--- config.mk ---
export PLATFORM = sky130hd
export DESIGN_NAME = pc_redirect_unit
export DESIGN_NICKNAME = d
export VERILOG_FILES = /design/src/rtl/pc_redirect_unit.sv
export SDC_FILE = /design/constraint.sdc
export NUM_CORES = 1
export LEC_CHECK = 0
export BUFFER_PORTS_ARGS = -buffer_cell sky130_fd_sc_hd__buf_4
export CAP_MARGIN = 25
export CORE_ASPECT_RATIO = 0.75
export CORE_MARGIN = 10
export CORE_UTILIZATION = 53
export DETAILED_ROUTE_END_ITERATION = 10
export HOLD_SLACK_MARGIN = 0.08
export PLACE_DENSITY = 0.86
export REMOVE_ABC_BUFFERS = 1
export SLEW_MARGIN = 15
export SYNTH_ARGS = -nofsm -noshare
export SYNTH_HDL_FRONTEND = slang
export SYNTH_SLANG_ARGS = --single-unit
--- constraint.sdc ---
create_clock -name clk -period 6.2 [get_ports clk]
set_input_delay 1.24 -clock clk [delete_from_list [all_inputs] [get_ports clk]]
set_output_delay 1.24 -clock clk [all_outputs]
set_load 0.01 [all_outputs]
--- src/rtl/pc_redirect_unit.sv ---
// Fetch-stage PC register with next-PC selection (sequential, redirect, trap on misaligned target).
// Optional taken-redirect counter enabled by defining REDIRECT_CNT_EN.
module pc_redirect_unit #(
    parameter logic [31:0] RESET_VEC = 32'h0000_0000,
    parameter logic [31:0] TRAP_VEC  = 32'h0000_0100
) (
    input  logic        clk,
    input  logic        rst,
    input  logic        StallF,
    input  logic        InstrReady,
    input  logic        PCSrcE,
    input  logic [31:0] PCTargetE,
    input  logic        TrapAck,
    output logic [31:0] PCF,
    output logic [31:0] PCPlus4F,
    output logic        PCValidF,
    output logic        MisalignF,
    output logic [31:0] BadAddrF,
    output logic [31:0] RedirectCnt
);

    typedef enum logic [1:0] {
        S_BOOT = 2'd0,
        S_RUN  = 2'd1,
        S_TRAP = 2'd2
    } state_e;

    state_e      state_q, state_d;
    logic [31:0] pcf_q, pcf_d;
    logic [31:0] pcplus4_q, pcplus4_d;
    logic [31:0] bad_addr_q, bad_addr_d;
    logic        advance;
    logic        target_misaligned;

    assign advance           = InstrReady & ~StallF;
    assign target_misaligned = (PCTargetE[1:0] != 2'b00);

    // NOTE: sequential state uses non-blocking assignments so every register
    // samples the pre-edge values of the others, independent of statement order.
    always_ff @(posedge clk or negedge rst) begin
        if (!rst) begin
            state_q <= S_BOOT;
        end else begin
            state_q <= state_d;
        end
    end

    // NOTE: every variable assigned in a combinational block gets a default
    // first, so no path leaves it unassigned and no latch is inferred.
    always_comb begin
        state_d = state_q;
        unique case (state_q)
            S_BOOT: state_d = S_RUN;
            S_RUN: begin
                if (PCSrcE && target_misaligned) begin
                    state_d = S_TRAP;
                end
            end
            S_TRAP: begin
                if (TrapAck) begin
                    state_d = S_RUN;
                end
            end
            default: state_d = S_BOOT;
        endcase
    end

    always_comb begin
        PCValidF  = (state_q == S_RUN);
        MisalignF = (state_q == S_TRAP);
    end

    // Redirect beats stall: a taken branch must land even if fetch is frozen.
    always_comb begin
        pcf_d      = pcf_q;
        bad_addr_d = bad_addr_q;
        if (state_q == S_RUN) begin
            if (PCSrcE) begin
                if (target_misaligned) begin
                    pcf_d      = TRAP_VEC;
                    bad_addr_d = PCTargetE;
                end else begin
                    pcf_d = PCTargetE;
                end
            end else if (advance) begin
                pcf_d = pcplus4_q;
            end
        end
        pcplus4_d = pcf_d + 32'd4;
    end

    always_ff @(posedge clk or negedge rst) begin
        if (!rst) begin
            pcf_q      <= RESET_VEC;
            pcplus4_q  <= RESET_VEC + 32'd4;
            bad_addr_q <= 32'h0;
        end else begin
            pcf_q      <= pcf_d;
            pcplus4_q  <= pcplus4_d;
            bad_addr_q <= bad_addr_d;
        end
    end

    assign PCF      = pcf_q;
    assign PCPlus4F = pcplus4_q;
    assign BadAddrF = bad_addr_q;

`ifdef REDIRECT_CNT_EN
    logic        redirect_take;
    logic [31:0] redirect_cnt_q, redirect_cnt_d;

    assign redirect_take = (state_q == S_RUN) && PCSrcE && !target_misaligned;

    always_comb begin
        redirect_cnt_d = redirect_cnt_q;
        if (redirect_take && (redirect_cnt_q != 32'hFFFF_FFFF)) begin
            redirect_cnt_d = redirect_cnt_q + 32'd1;
        end
    end

    always_ff @(posedge clk or negedge rst) begin
        if (!rst) begin
            redirect_cnt_q <= 32'h0;
        end else begin
            redirect_cnt_q <= redirect_cnt_d;
        end
    end

    assign RedirectCnt = redirect_cnt_q;
`else
    assign RedirectCnt = 32'h0;
`endif

    a_plus4_tracks_pcf: assert property (@(posedge clk) disable iff (!rst)
        PCPlus4F == PCF + 32'd4);
    a_trap_not_valid: assert property (@(posedge clk) disable iff (!rst)
        !(MisalignF && PCValidF));

endmodule

# Word level (Yosys, flattened, before mapping)
# Cells that the tools add are included.
dict set report word_totals {
  ff_bits 98
  latchBits 0
  ramBits 0
  romBits 0
  output_inout_bits 130
  wordCells 23
  mem_count 0
}
dict set report op_classes {
  add_sub_neg 1
  mul 0
  div_mod_pow 0
  order_cmp 0
  n_eq_ne 4
  n_shift 0
  n_mux 7
  bitwise 2
  reduce_logical 5
}
# cell count
set ops {}
lappend ops {{two-way mux 32 bit} 4}
lappend ops {{adder 32 x 3 -> 32 bit (second input constant)} 1}
lappend ops {{one-hot mux 2 bit (3 select lines)} 1}
lappend ops {{two-way mux 2 bit} 2}
lappend ops {{AND reduction 3 bit} 1}
lappend ops {{== test 2 x 1 -> 1 bit (second input constant)} 1}
lappend ops {{== test 2 bit (second input constant)} 1}
lappend ops {{zero test 2 bit} 1}
lappend ops {{!= test 2 x 1 -> 1 bit (second input constant)} 1}
lappend ops {{!= test 2 bit (second input constant)} 1}
lappend ops {{AND reduction 2 bit} 1}
lappend ops {{nonzero test 2 bit} 1}
lappend ops {{bitwise AND 1 bit} 1}
lappend ops {{logical AND 1 bit} 1}
lappend ops {{NOT 1 bit} 1}

# Longest topological paths before layout
# Gate-level depths: netlist of the first run.
dict set report depth {
  word_depth 6
  ltp_mapped 12
  ltp_nobuf 8
}

# Least setup slack after synthesis of the first run
# Ideal clock, no wire load.
dict set report synth_path {
  path_type {in2reg}
  from {in StallF}
  to {reg pcplus4_q[31], in the netlist PCPlus4F[31]}
  arrival_time_ns 3.534
  t_required_ns 6.121
  setup_slack_ns 2.587
  path_stages 9
  path_buffers 2
  cell_sequence {and2b_1 -> and3_1 -> buf_4 -> a221oi_2 -> or4_4 -> or4_1 -> buf_2 -> nor4_2 -> xor2_1}
}
dict set report synth_between {
  elab_chain_len 6
}
# item line_no
set synth_lines {}
lappend synth_lines {{start, declared} 9} ;# input logic StallF,
lappend synth_lines {{NOT 1 bit} 35} ;# assign advance = InstrReady & ~StallF;
lappend synth_lines {{bitwise AND 1 bit} 35}
lappend synth_lines {{two-way mux 32 bit} 85} ;# end else if (advance) begin
lappend synth_lines {{two-way mux 32 bit} 78} ;# if (PCSrcE) begin
lappend synth_lines {{two-way mux 32 bit} 77} ;# if (state_q == S_RUN) begin
lappend synth_lines {{adder 32 x 3 -> 32 bit} 89} ;# pcplus4_d = pcf_d + 32'd4;
lappend synth_lines {{named net pcplus4_d[31]} 30} ;# logic [31:0] pcplus4_q, pcplus4_d;
lappend synth_lines {{end signal, assigned} 95} ;# pcplus4_q <= RESET_VEC + 32'd4;
lappend synth_lines {{end signal, assigned} 99} ;# pcplus4_q <= pcplus4_d;
lappend synth_lines {{end, declared} 30}
# The timed path passes the listed nets, and every way through them passes these cells.
# A chain may end at the register's enable or synchronous reset.

# Worst setup path in the final report of the first run
dict set report layout_path {
  from {in PCSrcE}
  to {reg pcplus4_q[21], in the netlist PCPlus4F[21]}
}
dict set report layout_between {
  elab_chain_len 3
}
# item line_no
set layout_lines {}
lappend layout_lines {{start, declared} 11} ;# input logic PCSrcE,
lappend layout_lines {{two-way mux 32 bit} 78}
lappend layout_lines {{two-way mux 32 bit} 77}
lappend layout_lines {{adder 32 x 3 -> 32 bit} 89}
lappend layout_lines {{named net pcplus4_d[21]} 30}
# The timed path passes the listed nets, and every way through them passes these cells.

==> flow_summary.json, run 1 <==
{
  "synth.most_common_cell": "dfrtp_1",
  "cts_resized": 0,
  "yosysSeqAreaShare": 0.558,
  "root_buffer": "clkbuf_8",
  "num_antenna_cells": 0,
  "comb_power_share": 0.382,
  "r2r_slack_ns": 2.56,
  "leakage_nw": 2.83,
  "postSynth.asyncResetShare": 1.00,
  "peakVddDrop_uv": 238,
  "hold_buffers": 0,
  "max-cap-violations": 0,
  "status": "completed",
  "clkLatencyLatePin_ns": 0.37,
  "sw_frac_of_total": 0.340,
  "crit_path_top_delay_cell": "and3b_1",
  "syn_inst": 360,
  "slew_headroom": 0.315,
  "synthTopCellsByCount": "dfrtp_1, buf_4, mux2_2",
  "end_kind": "flip-flop",
  "setup_viol": 0,
  "slew_viol_final": 0,
  "drt_iter0_drc": 220,
  "synth-edff-count": 0,
  "power_w": 0.00229,
  "grt_pass1_vias": 3385,
  "post-route-min-period_ns": 4.18,
  "drtAntennaViolNets": 0,
  "clk_pin_slew_ns": 0.09,
  "post_drt_wl_per_cell_um": 20.1,
  "synth_top_cell_area_share": 0.552,
  "cp.arrival_ns": 4.46,
  "yosysTopAreaCell": "dfrtp_1",
  "numCtsBuffers": 9,
  "synth_area_leaders": "dfrtp_1, mux2_2, buf_4",
  "yosysWarnings": 0,
  "antenna_found_initial": 0,
  "rsz0062_at_grt": "false",
  "ys_seq_elements": 96,
  "fillers": 579,
  "crit_required_ns": 6.48,
  "fin_nets": 531,
  "start_kind": "input port",
  "fin_ws_ns": 2.02,
  "dpl_worst_slack_ns": 1.36,
  "dpl.hpwl_mm": 8.96,
  "place_congestion": 0.790,
  "hold_class": "flip-flop to flip-flop",
  "drcViolationCount": 0,
  "die_width_um": 124,
  "overflow": 0,
  "die-area_um2": 12200,
  "clock_sinks": 96,
  "io_pins": 168,
  "vias": 3224,
  "layout-drive-gt1-share": 0.402,
  "final_util": 0.700,
  "row_count": 28,
  "cts_tree": "built",
  "cpPeakStageDelay_ns": 0.85,
  "tightest_slew_ns": 1.03,
  "cp_max_fo": 26,
  "period_share": 0.674,
  "drt-vias-per-instance": 5.36,
  "grt_usage": 0.192,
  "synthDistinctLibCells": 44,
  "hold_viol_final": 0,
  "cts_setup_buffers": 0,
  "routed_wl_mm": 12.1,
  "area_growth_pct": 28.7,
  "crit_path_cell_trace": "buf_4 > and3b_1 > and3_1 > a221oi_2 > or4_4 > or4_1 > nor3_1 > xor2_1",
  "htree_levels": 3,
  "fin_tns_setup_ns": 0,
  "syn_area_um2": 4310,
  "start_util": 0.544,
  "die_y_um": 98.1,
  "syn_area_per_cell_um2": 12.0,
  "seqPwrFrac": 0.422,
  "clkPwrFrac": 0.196,
  "grt_max_degree": 86,
  "grt_pass1_wl_mm": 18.4,
  "portBuffers": 135,
  "power_density_nw_per_um2": 413,
  "clock_skew_ns": 0.00925,
  "fmax_mhz": 239,
  "p_int_w": 0.00151,
  "crit_type": "input port to flip-flop",
  "p_sw_w": 0.000779,
  "clk_path_buf_depth": 2,
  "dr.pass1.iters": 4,
  "core_um2": 7920,
  "synthFlopType": "dfrtp_1"
}
sequential cells by signal (all words and copies together) (netlist names):
signal	cells
PCF	30
PCPlus4F	32
state_q	2
BadAddrF	32
cells by family after synthesis:
family,synth area share
xor gates and xnor gates,0.0549
and+or+nand+nor,0.134
muxes,0.0784
buffers and inverters,0.0863
DFF,0.558
other,0.000870
adders and majority gates,0.00290
AOI/OAI and AO/OA,0.0848
cell type report:
| type | count | area (um2) | area share |
|---|---|---|---|
| timing repair buffer | 140 | 1090 | 0.196 |
| inverter | 12 | 45.0 | 0.00812 |
| sequential | 96 | 2400 | 0.434 |
| tap | 105 | 131 | 0.0237 |
| multi-input combinational | 233 | 1660 | 0.299 |
| clock inverter | 6 | 91.3 | 0.0165 |
| clock buffer | 10 | 128 | 0.0230 |
critical path, delay by kind of cell:
| family | cells | cell delay, ns |
|---|---|---|
| buf+inv | 1 | 0.13 |
| xor+xnor | 1 | 0.21 |
| simple gates | 5 | 2.80 |
| compound gates | 1 | 0.06 |
layer usage:
metal | share of wire | GRT usage | vias up
met2 | 0.50 | 0.327 | 121
met4 | 0.0084 | 0.0451 | 0
met5 | 0 | 0 | -
li1 | - | - | 1468
met1 | 0.38 | 0.218 | 1623
met3 | 0.11 | 0.0788 | 12
power by group through the flow:
stage	combinational, W	sequential (W)	clock, W
2_1_floorplan	0.000298	0.00106	0
3_3_place_gp	0.000852	0.000960	0
3_5_place_dp	0.000879	0.000977	0
4_1_cts	0.000883	0.000966	0.000459
5_1_grt	0.000939	0.000992	0.000482
6_report	0.000875	0.000967	0.000449
layout by cell type, fill, tap and decap left out, types with 3 or more instances in the layout:
| cell type | instances |
|---|---|
| a21o_1 | 3 |
| a21oi_1 | 3 |
| a221o_1 | 12 |
| a221oi_1 | 8 |
| and2_1 | 4 |
| and3_1 | 25 |
| buf_4 | 137 |
| clkbuf_8 | 9 |
| conb_1 | 32 |
| dfrtp_1 | 95 |
| inv_1 | 11 |
| mux2_2 | 30 |
| nand2_1 | 24 |
| nand3_1 | 7 |
| nand4_1 | 3 |
| nand4b_1 | 3 |
| nor2_1 | 12 |
| nor3_1 | 6 |
| nor4_2 | 3 |
| o221a_2 | 3 |
| xnor2_1 | 19 |
| xor2_1 | 8 |
final timing paths:
kind / start / to / depth (start not counted)
worst max-delay path: PCSrcE / PCPlus4F[21] / 8
worst min-delay path: BadAddrF[1] / BadAddrF[1] / 2
worst max register to register: state_q[1] / PCPlus4F[21] / 7
worst min register to register: BadAddrF[1] / BadAddrF[1] / 2
max in group asynchronous: rst / state_q[0] / 3
min in group asynchronous: rst / BadAddrF[10] / 1
stage by stage:
stage | cells | hold WS, ns | area (um2)
floorplan | 341 | 0.507 | 4100
global placement | 583 | 0.459 | 5270
detailed placement | 584 | 0.473 | 5280
CTS | 600 | 0.498 | 5500
global route | 602 | 0.523 | 5540
finish | 602 | 0.497 | 5540
Note: power is estimated with default switching activity, not from simulation.
==> inputs of run 2 (changes only) <==
--- a/config.mk
+++ b/config.mk
@@ -5,6 +5,7 @@
 export SDC_FILE = /design/constraint.sdc
 export NUM_CORES = 1
 export LEC_CHECK = 0
+export ABC_AREA = 1
 export BUFFER_PORTS_ARGS = -buffer_cell sky130_fd_sc_hd__buf_4
 export CAP_MARGIN = 25
 export CORE_ASPECT_RATIO = 0.75
@@ -12,7 +13,7 @@
 export CORE_UTILIZATION = 53
 export DETAILED_ROUTE_END_ITERATION = 10
 export HOLD_SLACK_MARGIN = 0.08
-export PLACE_DENSITY = 0.86
+export PLACE_DENSITY = 0.81
 export REMOVE_ABC_BUFFERS = 1
 export SLEW_MARGIN = 15
 export SYNTH_ARGS = -nofsm -noshare
==> constraint.sdc (replaced) <==
create_clock -name clk -period 4.2 [get_ports clk]
set_input_delay 0.84 -clock clk [delete_from_list [all_inputs] [get_ports clk]]
set_output_delay 0.84 -clock clk [all_outputs]
set_load 0.01 [all_outputs]
==> run 2 against run 1 <==
Global-route usage is 1.4 points higher. Flip-flop and latch count stayed put. Cell count is 63% higher. Count of clock-buffer cells in the layout is 3 higher. Core utilization is 4.3 points lower. Sequential share of layout area is 10 points lower. Via count is 59% higher. Power is 130% higher. Die area is 34% higher. Wire length is 40% higher. Critical path type unchanged. Largest power group is now combinational logic. Highest routed layer unchanged.
==> flow_summary.json, run 2 <==
{
  "rsz0062_at_grt": "false",
  "slew_headroom": 0.425,
  "hold_class": "input port to asynchronous set/reset pin",
  "end_kind": "flip-flop",
  "seq_area_um2": 2400,
  "die_y_um": 113,
  "period_share": 0.723,
  "syn_inst": 717,
  "drt_iter0_drc": 386,
  "clock_skew_ns": 0.00582,
  "synthFlopType": "dfrtp_1",
  "clkLatencyLatePin_ns": 0.35,
  "clk_path_buf_depth": 2,
  "crit_path_top_delay_cell": "buf_4",
  "clock_sinks": 96,
  "numCtsBuffers": 9,
  "grt_pass1_vias": 5151,
  "fillers": 970,
  "vias": 5118,
  "drt-vias-per-instance": 5.20,
  "max-cap-violations": 0,
  "grt_max_degree": 42,
  "multi_input_area_um2": 3060,
  "fmax_mhz": 329,
  "io_pins": 168,
  "overflow": 0,
  "fin_nets": 878,
  "die-area_um2": 16300,
  "post-route-min-period_ns": 3.04,
  "synth_area_leaders": "dfrtp_1, nand2_1, nand3_1",
  "yosysTopAreaCell": "dfrtp_1",
  "grt_usage": 0.205,
  "place_congestion": 0.924,
  "fin_tns_setup_ns": 0,
  "grt_pass1_wl_mm": 26.9,
  "synthDistinctLibCells": 38,
  "tightest_slew_ns": 0.859,
  "critPathMostFrequentCell": "nand3_1",
  "hold_buffers": 0,
  "drcViolationCount": 0,
  "cts_setup_buffers": 0,
  "drtAntennaViolNets": 0,
  "hold_viol_final": 0,
  "crit_required_ns": 4.44,
  "cp.arrival_ns": 3.28,
  "synthTopCellsByCount": "nand2_1, dfrtp_1, nand3_1, nor2_1, inv_1",
  "post_drt_wl_per_cell_um": 17.2,
  "crit_type": "input port to flip-flop",
  "rr_endpoint": "PCPlus4F[20]",
  "core_um2": 11100,
  "dpl.hpwl_mm": 12.8,
  "peakVddDrop_uv": 388,
  "cts_resized": 0,
  "yosysWarnings": 0,
  "die_width_um": 144,
  "dr.pass1.iters": 5,
  "clk_pin_slew_ns": 0.07,
  "routed_wl_mm": 16.9,
  "slew_viol_final": 0,
  "syn_area_um2": 6100,
  "row_count": 33,
  "final_cell_mix": "nand2_1, buf_4, dfrtp_1",
  "root_buffer": "clkbuf_16",
  "dpl-instance-area_um2": 6990,
  "htree_levels": 3,
  "portBuffers": 135,
  "whs_ns": 0.441,
  "cpPeakStageDelay_ns": 0.42,
  "antenna_found_initial": 0,
  "layout.cells.most_common": "nand2_1",
  "critPathTopFamily": "simple AND/OR/NAND/NOR gates",
  "r2r_start": "state_q[1]",
  "cp_max_fo": 41,
  "status": "completed",
  "cts_tree": "built",
  "critPathBufInv": 2,
  "leakage_nw": 3.76,
  "start_kind": "input port",
  "ys_seq_elements": 96,
  "start_util": 0.550,
  "area_growth_pct": 19.6,
  "synth.most_common_cell": "nand2_1",
  "synth_top_cell_area_share": 0.389,
  "postSynth.asyncResetShare": 1.00,
  "reg2reg_depth": 13,
  "num_antenna_cells": 0,
  "setup_viol": 0,
  "design_area_um2": 7300,
  "layout-drive-gt1-share": 0.345,
  "crit_path_cell_trace": "buf_4 > inv_2 > nor2_8 > nand3_1 > nand4_4 > ha_1 > nand3_1 > nor2_2 > nand2_2 > nor2_1 > nand3_1 > nand2_1 > nand2_1",
  "r2r_slack_ns": 1.45,
  "synth-edff-count": 0,
  "syn_area_per_cell_um2": 8.51,
  "power_density_nw_per_um2": 716,
  "yosysSeqAreaShare": 0.394
}
## run 2: worst max path at each step
stage / from / end / slack [ns] / cells after the start
global route: PCSrcE / PCPlus4F[20] / 0.97 / 13
detailed placement: PCSrcE / PCPlus4F[20] / 0.83 / 13
global placement: PCSrcE / PCPlus4F[20] / 0.97 / 13
finish: PCSrcE / PCPlus4F[20] / 1.16 / 13
floorplan: PCTargetE[0] / PCPlus4F[20] / 0.74 / 11
CTS: PCSrcE / PCPlus4F[20] / 1.18 / 13
## run 2: area by class of cell
class,instances,share of cell area
timing repair buffer,139,0.143
clock inverter,3,0.00891
tap,140,0.0240
sequential,96,0.329
multi-input combinational,512,0.419
clock buffer,13,0.0343
inverter,81,0.0416
## run 2: where the power goes
| part | total (W) | switching (W) | internal, W |
|---|---|---|---|
| logic | 0.00269 | 0.00158 | 0.00111 |
| clock network | 0.000886 | 0.000348 | 0.000538 |
| registers | 0.00165 | 0.000292 | 0.00136 |
| total | 0.00522 | 0.00222 | 0.00301 |
## run 2: kinds of logic after synthesis
group | synth area share
compound gates | 0.0152
xor+xnor | 0.0213
fa+ha+maj | 0.00205
buf+inv | 0.124
flops | 0.394
mux | 0.0516
other cells | 0.000614
simple gates | 0.391
## run 2: worst reg2reg max path, stage by stage (launching register included)
cell	delay (ns)
dfrtp_1	0.45
inv_2	0.12
nand2_4	0.24
nor2_4	0.54
nand2_4	0.11
nand4_4	0.16
ha_1	0.30
nand3_1	0.12
nor2_2	0.19
nand2_2	0.09
nor2_1	0.13
nand3_1	0.08
nand2_1	0.06
nand2_1	0.06
## run 2: through the flow
step,cells,power [W],setup slack [ns],utilization
2_1_floorplan,689,0.00318,0.743,-
3_3_place_gp,968,0.00430,0.973,0.629
3_5_place_dp,968,0.00434,0.831,0.629
4_1_cts,984,0.00525,1.18,0.657
5_1_grt,984,0.00559,0.975,0.657
6_report,984,0.00522,1.16,0.657
## run 2: metal layers
metal / GRT usage / vias to the layer above / routed length (um)
met5: 0 / - / 0
met4: 0.0448 / 0 / 157
met3: 0.0652 / 15 / 1820
met2: 0.318 / 236 / 7560
met1: 0.274 / 2398 / 7370
li1: - / 2469 / -
